File: src/rtl/alu_pkg.sv
// alu_pkg: shared opcodes, status bit positions and FSM states
// for the handshaked sequential ALU core.
package alu_pkg;

    localparam logic [3:0] OP_ADD = 4'b0000;
    localparam logic [3:0] OP_SUB = 4'b0001;
    localparam logic [3:0] OP_INC = 4'b0010;
    localparam logic [3:0] OP_TFR = 4'b0011;
    localparam logic [3:0] OP_NEG = 4'b0100;
    localparam logic [3:0] OP_AND = 4'b1000;
    localparam logic [3:0] OP_OR  = 4'b1001;
    localparam logic [3:0] OP_NOT = 4'b1010;
    localparam logic [3:0] OP_XOR = 4'b1011;
    localparam logic [3:0] OP_SHL = 4'b1100;
    localparam logic [3:0] OP_SHR = 4'b1101;
    localparam logic [3:0] OP_MUL = 4'b1110;

    localparam int ST_V = 3;
    localparam int ST_Z = 2;
    localparam int ST_C = 1;
    localparam int ST_N = 0;

    typedef enum logic [1:0] {
        IDLE = 2'd0,
        EXEC = 2'd1,
        DONE = 2'd2
    } state_t;

    function automatic logic [3:0] pack_st(
        input logic v,
        input logic z,
        input logic c,
        input logic n
    );
        logic [3:0] s;
        s       = '0;
        s[ST_V] = v;
        s[ST_Z] = z;
        s[ST_C] = c;
        s[ST_N] = n;
        return s;
    endfunction

endpackage

File: src/rtl/alu_comb_unit.sv
// alu_comb_unit: single-cycle datapath and flags for all ops that
// finish on the accept edge (shifts here only cover n == 0).
module alu_comb_unit
    import alu_pkg::*;
#(
    parameter int WIDTH = 8
) (
    input  logic [WIDTH-1:0] a,
    input  logic [WIDTH-1:0] b,
    input  logic [3:0]       opcode,
    output logic [WIDTH-1:0] result,
    output logic [3:0]       status
);

    logic [WIDTH-1:0] x;
    logic [WIDTH-1:0] y;
    logic             cin;
    logic             arith;
    logic [WIDTH:0]   sum;
    logic             v;
    logic             c;

    // One shared adder; the arithmetic ops only differ in operands and cin.
    always_comb begin
        x     = a;
        y     = '0;
        cin   = 1'b0;
        arith = 1'b1;
        unique case (opcode)
            OP_ADD: y = b;
            OP_SUB: begin
                y   = ~b;
                cin = 1'b1;
            end
            OP_INC: cin = 1'b1;
            OP_TFR: y = '0;
            OP_NEG: begin
                x   = ~a;
                cin = 1'b1;
            end
            default: arith = 1'b0;
        endcase
        sum = {1'b0, x} + {1'b0, y} + {{WIDTH{1'b0}}, cin};
    end

    // Result select and flag generation; unknown codes fall to zero.
    always_comb begin
        unique case (opcode)
            OP_AND:          result = a & b;
            OP_OR:           result = a | b;
            OP_NOT:          result = ~a;
            OP_XOR:          result = a ^ b;
            OP_SHL, OP_SHR:  result = a;
            default:         result = arith ? sum[WIDTH-1:0] : '0;
        endcase
        c = arith & sum[WIDTH];
        v = arith & (x[WIDTH-1] == y[WIDTH-1])
                  & (sum[WIDTH-1] != x[WIDTH-1]);
        status = pack_st(v, ~|result, c, result[WIDTH-1]);
    end

endmodule

File: src/rtl/alu_seq_core.sv
// alu_seq_core: valid/ready ALU with bit-serial shifts and optional
// shift-add multiply, enabled by defining ALU_MUL_EN.
module alu_seq_core
    import alu_pkg::*;
#(
    parameter int WIDTH = 8,
    parameter int SW    = $clog2(WIDTH)
) (
    input  logic             clk,
    input  logic             rst_n,
    input  logic             in_valid,
    output logic             in_ready,
    input  logic [WIDTH-1:0] a,
    input  logic [WIDTH-1:0] b,
    input  logic [3:0]       opcode,
    output logic             out_valid,
    input  logic             out_ready,
    output logic [WIDTH-1:0] result,
    output logic [3:0]       status,
    output logic             busy
);

    localparam int CW = $clog2(WIDTH + 1);

    state_t           state;
    logic [3:0]       op_q;
    logic [WIDTH-1:0] sh_q;
    logic [CW-1:0]    cnt;

    logic [WIDTH-1:0] c_res;
    logic [3:0]       c_st;
    logic             shift_req;
    logic             last_step;
    logic [WIDTH-1:0] sh_nxt;
    logic             sh_out;

`ifdef ALU_MUL_EN
    logic [2*WIDTH-1:0] acc;
    logic [2*WIDTH-1:0] mcand;
    logic [WIDTH-1:0]   mplier;
    logic [2*WIDTH-1:0] acc_nxt;
`endif

    alu_comb_unit #(
        .WIDTH (WIDTH)
    ) u_comb (
        .a      (a),
        .b      (b),
        .opcode (opcode),
        .result (c_res),
        .status (c_st)
    );

    assign shift_req = ((opcode == OP_SHL) || (opcode == OP_SHR))
                       && (|b[SW-1:0]);
    assign last_step = (cnt == CW'(1));

    // One-bit shift step and the bit it pushes out.
    always_comb begin
        if (op_q == OP_SHL) begin
            sh_nxt = {sh_q[WIDTH-2:0], 1'b0};
            sh_out = sh_q[WIDTH-1];
        end else begin
            sh_nxt = {1'b0, sh_q[WIDTH-1:1]};
            sh_out = sh_q[0];
        end
    end

`ifdef ALU_MUL_EN
    // Conditional add of the shifted multiplicand.
    always_comb begin
        acc_nxt = mplier[0] ? (acc + mcand) : acc;
    end
`endif

    // Control FSM with registered handshake, status and result outputs.
    always_ff @(posedge clk) begin
        if (!rst_n) begin
            state     <= IDLE;
            result    <= '0;
            status    <= '0;
            out_valid <= 1'b0;
            busy      <= 1'b0;
            in_ready  <= 1'b1;
        end else begin
            unique case (state)
                IDLE: begin
                    if (in_valid) begin
                        op_q     <= opcode;
                        in_ready <= 1'b0;
                        if (shift_req) begin
                            sh_q  <= a;
                            cnt   <= CW'(b[SW-1:0]);
                            busy  <= 1'b1;
                            state <= EXEC;
                        end
`ifdef ALU_MUL_EN
                        else if (opcode == OP_MUL) begin
                            acc    <= '0;
                            mcand  <= {{WIDTH{1'b0}}, a};
                            mplier <= b;
                            cnt    <= CW'(WIDTH);
                            busy   <= 1'b1;
                            state  <= EXEC;
                        end
`endif
                        else begin
                            result    <= c_res;
                            status    <= c_st;
                            out_valid <= 1'b1;
                            state     <= DONE;
                        end
                    end
                end
                EXEC: begin
                    cnt <= cnt - CW'(1);
`ifdef ALU_MUL_EN
                    if (op_q == OP_MUL) begin
                        acc    <= acc_nxt;
                        mcand  <= mcand << 1;
                        mplier <= mplier >> 1;
                        if (last_step) begin
                            result    <= acc_nxt[WIDTH-1:0];
                            status    <= pack_st(1'b0,
                                                 ~|acc_nxt[WIDTH-1:0],
                                                 |acc_nxt[2*WIDTH-1:WIDTH],
                                                 acc_nxt[WIDTH-1]);
                            busy      <= 1'b0;
                            out_valid <= 1'b1;
                            state     <= DONE;
                        end
                    end else
`endif
                    begin
                        sh_q <= sh_nxt;
                        if (last_step) begin
                            result    <= sh_nxt;
                            status    <= pack_st(1'b0, ~|sh_nxt,
                                                 sh_out,
                                                 sh_nxt[WIDTH-1]);
                            busy      <= 1'b0;
                            out_valid <= 1'b1;
                            state     <= DONE;
                        end
                    end
                end
                DONE: begin
                    if (out_ready) begin
                        out_valid <= 1'b0;
                        in_ready  <= 1'b1;
                        state     <= IDLE;
                    end
                end
                default: state <= IDLE;
            endcase
        end
    end

endmodule

File: config.mk
export PLATFORM = sky130hd
export DESIGN_NAME = alu_seq_core
export DESIGN_NICKNAME = d
export VERILOG_FILES = /design/src/rtl/alu_pkg.sv /design/src/rtl/alu_comb_unit.sv /design/src/rtl/alu_seq_core.sv
export SDC_FILE = /design/constraint.sdc
export NUM_CORES = 1
export LEC_CHECK = 0
export ABC_CLOCK_PERIOD_IN_PS = 4900
export CORE_ASPECT_RATIO = 1.75
export CORE_UTILIZATION = 28
export DETAILED_ROUTE_END_ITERATION = 6
export PLACE_DENSITY = 0.5
export SYNTH_ARGS = -nofsm -noshare
export SYNTH_HDL_FRONTEND = slang
export SYNTH_SLANG_ARGS = --single-unit
File: constraint.sdc
create_clock -name clk -period 4.9 [get_ports clk]
set_input_delay 0.98 -clock clk [delete_from_list [all_inputs] [get_ports clk]]
set_output_delay 0.98 -clock clk [all_outputs]
set_load 0.01 [all_outputs]
# After elaboration in Yosys (flattened, before gate mapping)
# Cells that the tools add are included.
[word_totals]
out_inout_bits = 15
reg_bits = 33
word_cells = 102
inputBits = 24
[op_classes]
bitwise_logic = 8
n_mux = 39
add_sub_neg = 3
eq_ne = 21
n_reduce_logical = 22
[op_table]
columns = ["cell", "count"]
rows = [
  ["$mux W8", 8],
  ["$pmux W8 S2", 3],
  ["$pmux W8 S5", 1],
  ["$eq A4 B4 Y1 const B", 7],
  ["$mux W4", 5],
  ["$not A8 Y8", 2],
  ["$pmux W4 S2", 2],
  ["$reduce_or A8 Y1", 2],
  ["$mux W1", 12],
  ["$reduce_and A4 Y1", 3],
  ["$ne A2 B2 Y1 const B", 5],
  ["$add A8 B8 Y9", 1],
  ["$add A9 B1 Y9", 1],
  ["$reduce_and A3 Y1", 3],
  ["$and A8 B8 Y8", 1],
  ["$eq A4 B1 Y1 const B", 2],
  ["$eq A4 B2 Y1 const B", 2],
  ["$mux W2", 4],
  ["$or A8 B8 Y8", 1],
  ["$xor A8 B8 Y8", 1],
  ["$pmux W2 S3", 1],
  ["$reduce_or A3 Y1", 2],
  ["$reduce_and A5 Y1", 1],
  ["$reduce_or A5 Y1", 1],
  ["17 further kinds", 22],
]

# Logic depth before layout (Yosys ltp)
# Gate-level depths: netlist of run 1.
[depth]
depth_word = 11
ltp_mapped = 14
depth_no_buf = 12

# Hierarchy
# Synthesis of run 1 repeated with hierarchy kept, for this count alone.
[hier_totals]
cells_unflattened = 348
hier_area_um2 = 3086.7
[by_module_without_submodules]
columns = ["module", "seq_area_each_um2", "cells_each", "instances", "area_each_um2"]
rows = [
  ["alu_seq_core", 820.8, 155, 1, 1659.1],
  ["alu_comb_unit", 0.0, 193, 1, 1427.6],
]

# Worst setup path after synthesis of run 1
# No wires, ideal clock.
[synth_path]
path_kind = "input -> register"
startpoint = "input opcode[3]"
endpoint = "register status[2]"
setup_slack_ns = 1.084
path_buffers = 3
cell_stages = 14
arrival_ns = 3.757
cell_sequence = "buf_4 -> clkbuf_8 -> or3_1 -> clkbuf_1 -> nor2_1 -> fa_1 -> inv_1 -> fa_1 -> or2b_1 -> a21oi_1 -> o41a_1 -> nand3_1 -> a2111oi_2 -> a22o_1"
[synth_between]
elab_chain_cells = 11
elab_cells_between_ends = 31
cone_classes = "2 x add/sub; 11 x eq/ne; 9 x mux; 9 x reduce/logical"
[synth_lines]
columns = ["element", "line_no", "source"]
rows = [
  ["start: declaration", "alu_seq_core.sv:15", "input logic [3:0] opcode,"],
  ["$eq A4 B1 Y1 (tied with other cells)", "alu_comb_unit.sv:29", "unique case (opcode)"],
  ["$pmux W8 S2 (tied with other cells)", "alu_comb_unit.sv:29", ""],
  ["$add A8 B8 Y9 / $mux W1 (equally long branches)", "alu_comb_unit.sv:43, alu_comb_unit.sv:29", ""],
  ["$add A9 B1 Y9", "alu_comb_unit.sv:43", "sum = {1'b0, x} + {1'b0, y} + {{WIDTH{1'b0}}, cin};"],
  ["$mux W8", "alu_comb_unit.sv:54", "default: result = arith ? sum[WIDTH-1:0] : '0;"],
  ["$pmux W8 S5", "alu_comb_unit.sv:48", "unique case (opcode)"],
  ["$reduce_or A8 Y1", "alu_comb_unit.sv:59", "status = pack_st(v, ~|result, c, result[WIDTH-1]);"],
  ["$logic_not A1 Y1", "alu_comb_unit.sv:59", ""],
  ["$mux W4", "alu_seq_core.sv:91", "if (shift_req) begin"],
  ["$mux W4", "alu_seq_core.sv:88", "if (in_valid) begin"],
  ["$pmux W4 S2", "alu_seq_core.sv:86", "unique case (state)"],
  ["end signal: assignment", "alu_seq_core.sv:109", "status <= c_st;"],
  ["end signal: assignment", "alu_seq_core.sv:138", "status <= pack_st(1'b0, ~|sh_nxt,"],
  ["end: declaration", "alu_seq_core.sv:19", "output logic [3:0] status,"],
]
# Several ways; a longest one is shown, not always the timed one. The select of a mux whose other input is x is not followed.
# A chain may end at the register's enable or synchronous reset.

# Worst setup path after layout of run 1
[layout_path]
startpoint = "input opcode[1]"
endpoint = "register status[2]"
# The elaborated chain is that of the path after synthesis.

==> flow_summary.json, run 1 <==
{
  "status": "completed",
  "cts_setup_buffers": 0,
  "top_layer": "met4",
  "yosysUniqueCellTypes": 76,
  "coreArea_um2": 10300,
  "fmax_mhz": 246.0,
  "antenna_found_initial": 0,
  "fin_worst_skew_ns": 0.002846,
  "synth_seq_area_share": 0.2700,
  "dieArea_um2": 11020,
  "ys.flop_type": "edfxtp_1",
  "clkSinkCount": 32,
  "setup_violations": 0,
  "portBuffers": 38,
  "synthMuxAreaShare": 0.02447,
  "worstSkewPairLatency_ns": 0.28,
  "synth_cells": 348,
  "first_pass_iters": 4,
  "final_cell_mix": "38 x clkdlybuf4s50_1, 37 x nor2_1, 30 x inv_1, 30 x nand2_1, 25 x ha_1",
  "design_area_um2": 3600,
  "syn2layout_area_growth_pct": 21.39,
  "fin_crit_ns": 4.066,
  "post-route-util": 0.3495,
  "first_iter_violations": 102,
  "io_pins": 39,
  "p_total_uw": 818.8,
  "cts_tree": "done",
  "startpoint_type": "primary input",
  "ir_drop_mv": 0.1695,
  "cts_buffers": 5,
  "synthAdderAreaFrac": 0.1190,
  "final_common_cell": "clkdlybuf4s50_1",
  "num_antenna_cells": 0,
  "postLayoutSetupSlackWorst_ns": 0.8343,
  "dpl_cell_area_um2": 3461,
  "wl_met2_mm": 4.704,
  "viasPerCell": 5.136,
  "ys_warn_count": 0,
  "end_kind": "flop",
  "crit_fanout": 10,
  "initial_utilization": 0.2879,
  "cp_data_required_time_ns": 5.12,
  "nets": 438,
  "final_hold_viol_count": 0,
  "synth-seq-cells": 32,
  "hold_buffers": 0,
  "fin_tns_setup_ns": 0,
  "synth_top_area_frac": 0.1620,
  "drive_gt1_frac": 0.09794,
  "synth_area_um2": 2965,
  "syn_nets": 399,
  "synth_xor_area_frac": 0.06793,
  "grt_pass1_wl_mm": 13.92,
  "via_count": 2645,
  "slew_viol_final": 0,
  "grtUsageTotal": 0.1659,
  "cts_root_buffer": "clkbuf_16",
  "worstMarginPinSlew_ns": 0.7107,
  "regArea_um2": 800.8,
  "synth_top_family_by_area": "simple AND/OR/NAND/NOR gates",
  "rsz0062_at_grt": "false",
  "slew_headroom": 0.5200,
  "synth.area.top_cells": "edfxtp_1 16%, dfxtp_1 11%, ha_1 11%",
  "cap_violations": 0,
  "wl_met1_mm": 3.174,
  "clk_pin_slew_ns": 0.05,
  "yosysTopAreaCell": "edfxtp_1",
  "p_leak_uw": 0.001381,
  "async_flop_share": 0,
  "synth_edf_count": 16,
  "cts_max_level": 2,
  "post-place-ws_ns": 0.5444,
  "synth_area_per_cell_um2": 8.521,
  "multiInputGateArea_um2": 1918,
  "grt_pass1_vias": 2724,
  "crit_type": "in2reg",
  "ant_nets": 0,
  "crit_arrival_ns": 4.29,
  "wirelength_mm": 8.485,
  "grt_max_degree": 21,
  "globalplace.congestion": 0.8651,
  "synthSimpleGateAreaFrac": 0.2215,
  "synth-compound-area-share": 0.2139,
  "cts.path.max_buffers": 2,
  "finalCritPeriodShare": 0.8297,
  "grt_overflow": 0,
  "num_rows": 49,
  "cts_resized": 0,
  "hpwlAfterDp_mm": 6.988,
  "fp.dieW_um": 79.79,
  "dr_wl_met3_um": 197,
  "post_drt_wl_per_cell_um": 16.48,
  "drc_errors": 0,
  "pwr_density_cell_nw_per_um2": 227.5,
  "num-fill-cells": 1111,
  "die_h_um": 138.1,
  "hold_class": "reg2reg"
}
==> cells by family after synthesis <==
family                     Yosys count
AOI/OAI and AO/OA                   87
xor gates and xnor gates            23
adders and majority gates           27
buffers and inverters               48
DFF                                 32
muxes                                6
and+or+nand+nor                    125
==> final timing paths <==
path                                             start                endpoint  slack [ns]  cells past startpoint
worst max-delay path                         opcode[1]  status[2]$_SDFFE_PN0P_        0.83                     13
worst min-delay path            result[4]$_SDFFE_PN0P_  result[4]$_SDFFE_PN0P_        0.45                      2
worst max register to register        cnt[1]$_DFFE_PP_  status[2]$_SDFFE_PN0P_        2.66                      8
worst min register to register  result[4]$_SDFFE_PN0P_  result[4]$_SDFFE_PN0P_        0.45                      2
==> registers in the layout (all words and copies together), names as in the netlist <==
register / count
busy: 1
op_q: 4
state: 2
result: 7
cnt: 4
in_ready: 1
sh_q: 8
out_valid: 1
status: 4
==> where the power goes <==
group          switching [µW]  leakage [µW]  internal [µW]
clock network             110     0.0000710            184
registers                8.20      0.000277            294
logic                     120       0.00103            102
==> area by class of cell <==
type	instances	share of cell area
flip-flops and latches	32	0.2225
multi-input cells	268	0.5328
clock inverters	3	0.003823
well taps	127	0.04414
clock buffers	5	0.03476
repair buffers	50	0.1307
inverters	30	0.03128
==> worst max-delay path, stage by stage <==
cell             delay (ns)
clkdlybuf4s50_1        0.68
or3b_1                 0.40
o21a_1                 0.11
nor2_1                 0.13
fa_1                   0.23
inv_1                  0.06
fa_1                   0.40
or2b_1                 0.25
a21oi_1                0.26
o41a_1                 0.19
nand3_1                0.11
a2111oi_2              0.30
a22o_1                 0.16
==> cell usage after synthesis, types with 2 or more instances <==
cell type / count
buf_2: 3
nand3_1: 13
o211ai_1: 3
fa_1: 2
xnor2_1: 20
clkbuf_1: 5
o2111ai_1: 2
nor2b_1: 6
a222oi_1: 3
a21boi_0: 7
o21ai_0: 23
nor4b_1: 2
buf_6: 5
ha_1: 25
inv_1: 30
buf_4: 4
nor4_1: 2
nand2_1: 30
nor3_1: 8
edfxtp_1: 16
o21a_1: 2
o31ai_1: 2
a22oi_1: 3
nand3b_1: 2
a21oi_1: 17
dfxtp_1: 16
nor2_1: 37
xor2_1: 3
nand2b_1: 4
mux2i_1: 5
a21boi_1: 3
==> per-layer routing <==
| metal | vias to the layer above | global-route usage |
|---|---|---|
| met5 | - | 0 |
| met3 | 23 | 0.01518 |
| li1 | 1312 | - |
| met4 | 0 | 0.09586 |
| met1 | 1238 | 0.1711 |
| met2 | 72 | 0.3122 |
==> per-stage QoR <==
stage / std cells / hold WS, ns
global placement: 507 / 0.4443
CTS: 515 / 0.4546
global route: 515 / 0.4750
floorplan: 348 / 0.4750
detailed placement: 507 / 0.4495
finish: 515 / 0.4486
No activity file was read; power rests on OpenSTA's default activity.
==> run 2, diff against run 1 <==
ABC_CLOCK_PERIOD_IN_PS = 4230   (was 4900)
clock period = 4.23 ns   (was 4.9 ns; I/O delays follow)
==> run 2 against run 1 <==
Worst setup slack worse by 0.34 ns. Via count is 2.4% lower. Core utilization up 0.27 points. Sequential power grew 16%. Highest routed layer unchanged. Combinational power up 16%. Non-clock buffer count is 4 higher. Wire length down 3.6%. Clock skew grew 0.0023 ns.
==> flow_summary.json, run 2 (synthesis results as in run 1) <==
{
  "p_clk_frac": 0.359,
  "p_sw_uw": 275.2,
  "final_hold_viol_count": 0,
  "hold_buffers": 0,
  "cts_resized": 0,
  "cp_data_required_time_ns": 4.40,
  "crit_arrival_ns": 3.90,
  "status": "completed",
  "fp.dieW_um": 79.79,
  "crit_fanout": 6,
  "reg2regPathDepth": 8,
  "fmax_mhz": 267.7,
  "initial_utilization": 0.2879,
  "cts_root_buffer": "clkbuf_16",
  "viasPerCell": 4.975,
  "internal_power_uw": 674.4,
  "cts.path.max_buffers": 2,
  "grtUsageTotal": 0.1607,
  "worstMarginPinSlew_ns": 0.6523,
  "wirelength_mm": 8.182,
  "fin_crit_ns": 3.735,
  "slew_viol_final": 0,
  "regArea_um2": 800.8,
  "ir_drop_mv": 0.1491,
  "finalCritPeriodShare": 0.8830,
  "syn2layout_area_growth_pct": 22.32,
  "pwr_density_cell_nw_per_um2": 261.8,
  "end_kind": "flop",
  "ant_nets": 0,
  "cts_tree": "done",
  "setup_violations": 0,
  "multiInputGateArea_um2": 1918,
  "clk_pin_slew_ns": 0.05,
  "postLayoutSetupSlackWorst_ns": 0.4950,
  "whs_path_depth": 2,
  "hold_end": "result[0]$_SDFFE_PN0P_",
  "p_seq_frac": 0.369,
  "regToRegSetupSlack_ns": 2.04,
  "slew_headroom": 0.5635,
  "post_drt_wl_per_cell_um": 15.76,
  "grt_pass1_wl_mm": 13.58,
  "hold_class": "reg2reg",
  "fin_worst_skew_ns": 0.005102,
  "reg_top3": "sh_q x8, result x7",
  "die_h_um": 138.1,
  "globalplace.congestion": 0.8384,
  "final_common_cell": "clkdlybuf4s50_1",
  "p_leak_uw": 0.001396,
  "largest_register_ffs": 8,
  "worstSkewPairLatency_ns": 0.28,
  "comb_power_share": 0.272,
  "reg2reg_from": "cnt[1]$_DFFE_PP_",
  "rsz0062_at_grt": "false",
  "hpwlAfterDp_mm": 6.771,
  "post-route-util": 0.3522,
  "final_cell_mix": "38 x clkdlybuf4s50_1, 37 x nor2_1, 30 x inv_1, 30 x nand2_1, 25 x ha_1",
  "hold_path_startpoint": "result[0]$_SDFFE_PN0P_",
  "cts_buffers": 5,
  "drive_gt1_frac": 0.1020,
  "io_pins": 39,
  "cap_violations": 0,
  "switching_share": 0.2898,
  "grt_max_degree": 21,
  "nets": 442,
  "num_rows": 49,
  "num-fill-cells": 1109,
  "startpoint_type": "primary input",
  "cts_max_level": 2,
  "first_pass_iters": 4,
  "largest-register": "sh_q",
  "startpoint": "opcode[2]",
  "dieArea_um2": 11020,
  "placed_cells": 511,
  "first_iter_violations": 129,
  "final-instance-count-excl-fill": 519,
  "fin_tns_setup_ns": 0,
  "clkSinkCount": 32,
  "r2r_end": "status[2]$_SDFFE_PN0P_",
  "num_antenna_cells": 0,
  "grt_overflow": 0,
  "grt_pass1_vias": 2619,
  "post-place-ws_ns": 0.1886,
  "via_count": 2582,
  "crit_type": "in2reg",
  "antenna_found_initial": 0,
  "coreArea_um2": 10300,
  "hold_ws_ns": 0.4460,
  "portBuffers": 38,
  "drc_errors": 0,
  "cts_setup_buffers": 0
}
## run 2: worst max-delay path, stage by stage
cell and delay (ns):
clkdlybuf4s50_1 0.54, or3b_1 0.42, o21a_1 0.11, nor2_1 0.12
fa_1 0.23, inv_1 0.06, fa_1 0.40, or2b_1 0.26
a21oi_1 0.20, buf_4 0.16, o2111ai_1 0.10, nand3_1 0.17
a2111oi_2 0.06, a22o_1 0.23
## run 2: worst max path at each step
stage / end / cells after the start
finish: status[2]$_SDFFE_PN0P_ / 14
global route: status[1]$_SDFFE_PN0P_ / 14
CTS: status[2]$_SDFFE_PN0P_ / 14
detailed placement: status[2]$_SDFFE_PN0P_ / 14
global placement: status[2]$_SDFFE_PN0P_ / 14
floorplan: status[2]$_SDFFE_PN0P_ / 14
## run 2: metal layers
layer  track usage  part of all wire  vias to the layer above
li1              -                 -                     1322
met1        0.1716              0.39                     1214
met2        0.3090              0.57                       35
met3       0.01518             0.020                       11
met4       0.06485             0.023                        0
met5             0                 0                        -
## run 2: per-stage QoR
stage                     instance area (µm²)  power (µW)
after floorplan                          2965       522.5
after CTS                                3627       958.3
after global routing                     3627        1003
after detailed placement                 3491       616.2
final                                    3627       949.6
after global placement                   3491       613.5
## run 2: power by group through the flow
stage / combinational [µW] / clock (µW) / sequential (µW)
2_1_floorplan: 164 / 0 / 359
3_3_place_gp: 257 / 0 / 356
3_5_place_dp: 260 / 0 / 357
4_1_cts: 261 / 347 / 350
5_1_grt: 288 / 363 / 352
6_report: 258 / 341 / 350
## run 2: cell type report
class	instances	share of cell area
sequential	32	0.2208
tap	127	0.04381
clock buffer	6	0.03553
clock inverter	2	0.002070
inverter	30	0.03105
timing repair buffer	54	0.1380
multi-input combinational	268	0.5288
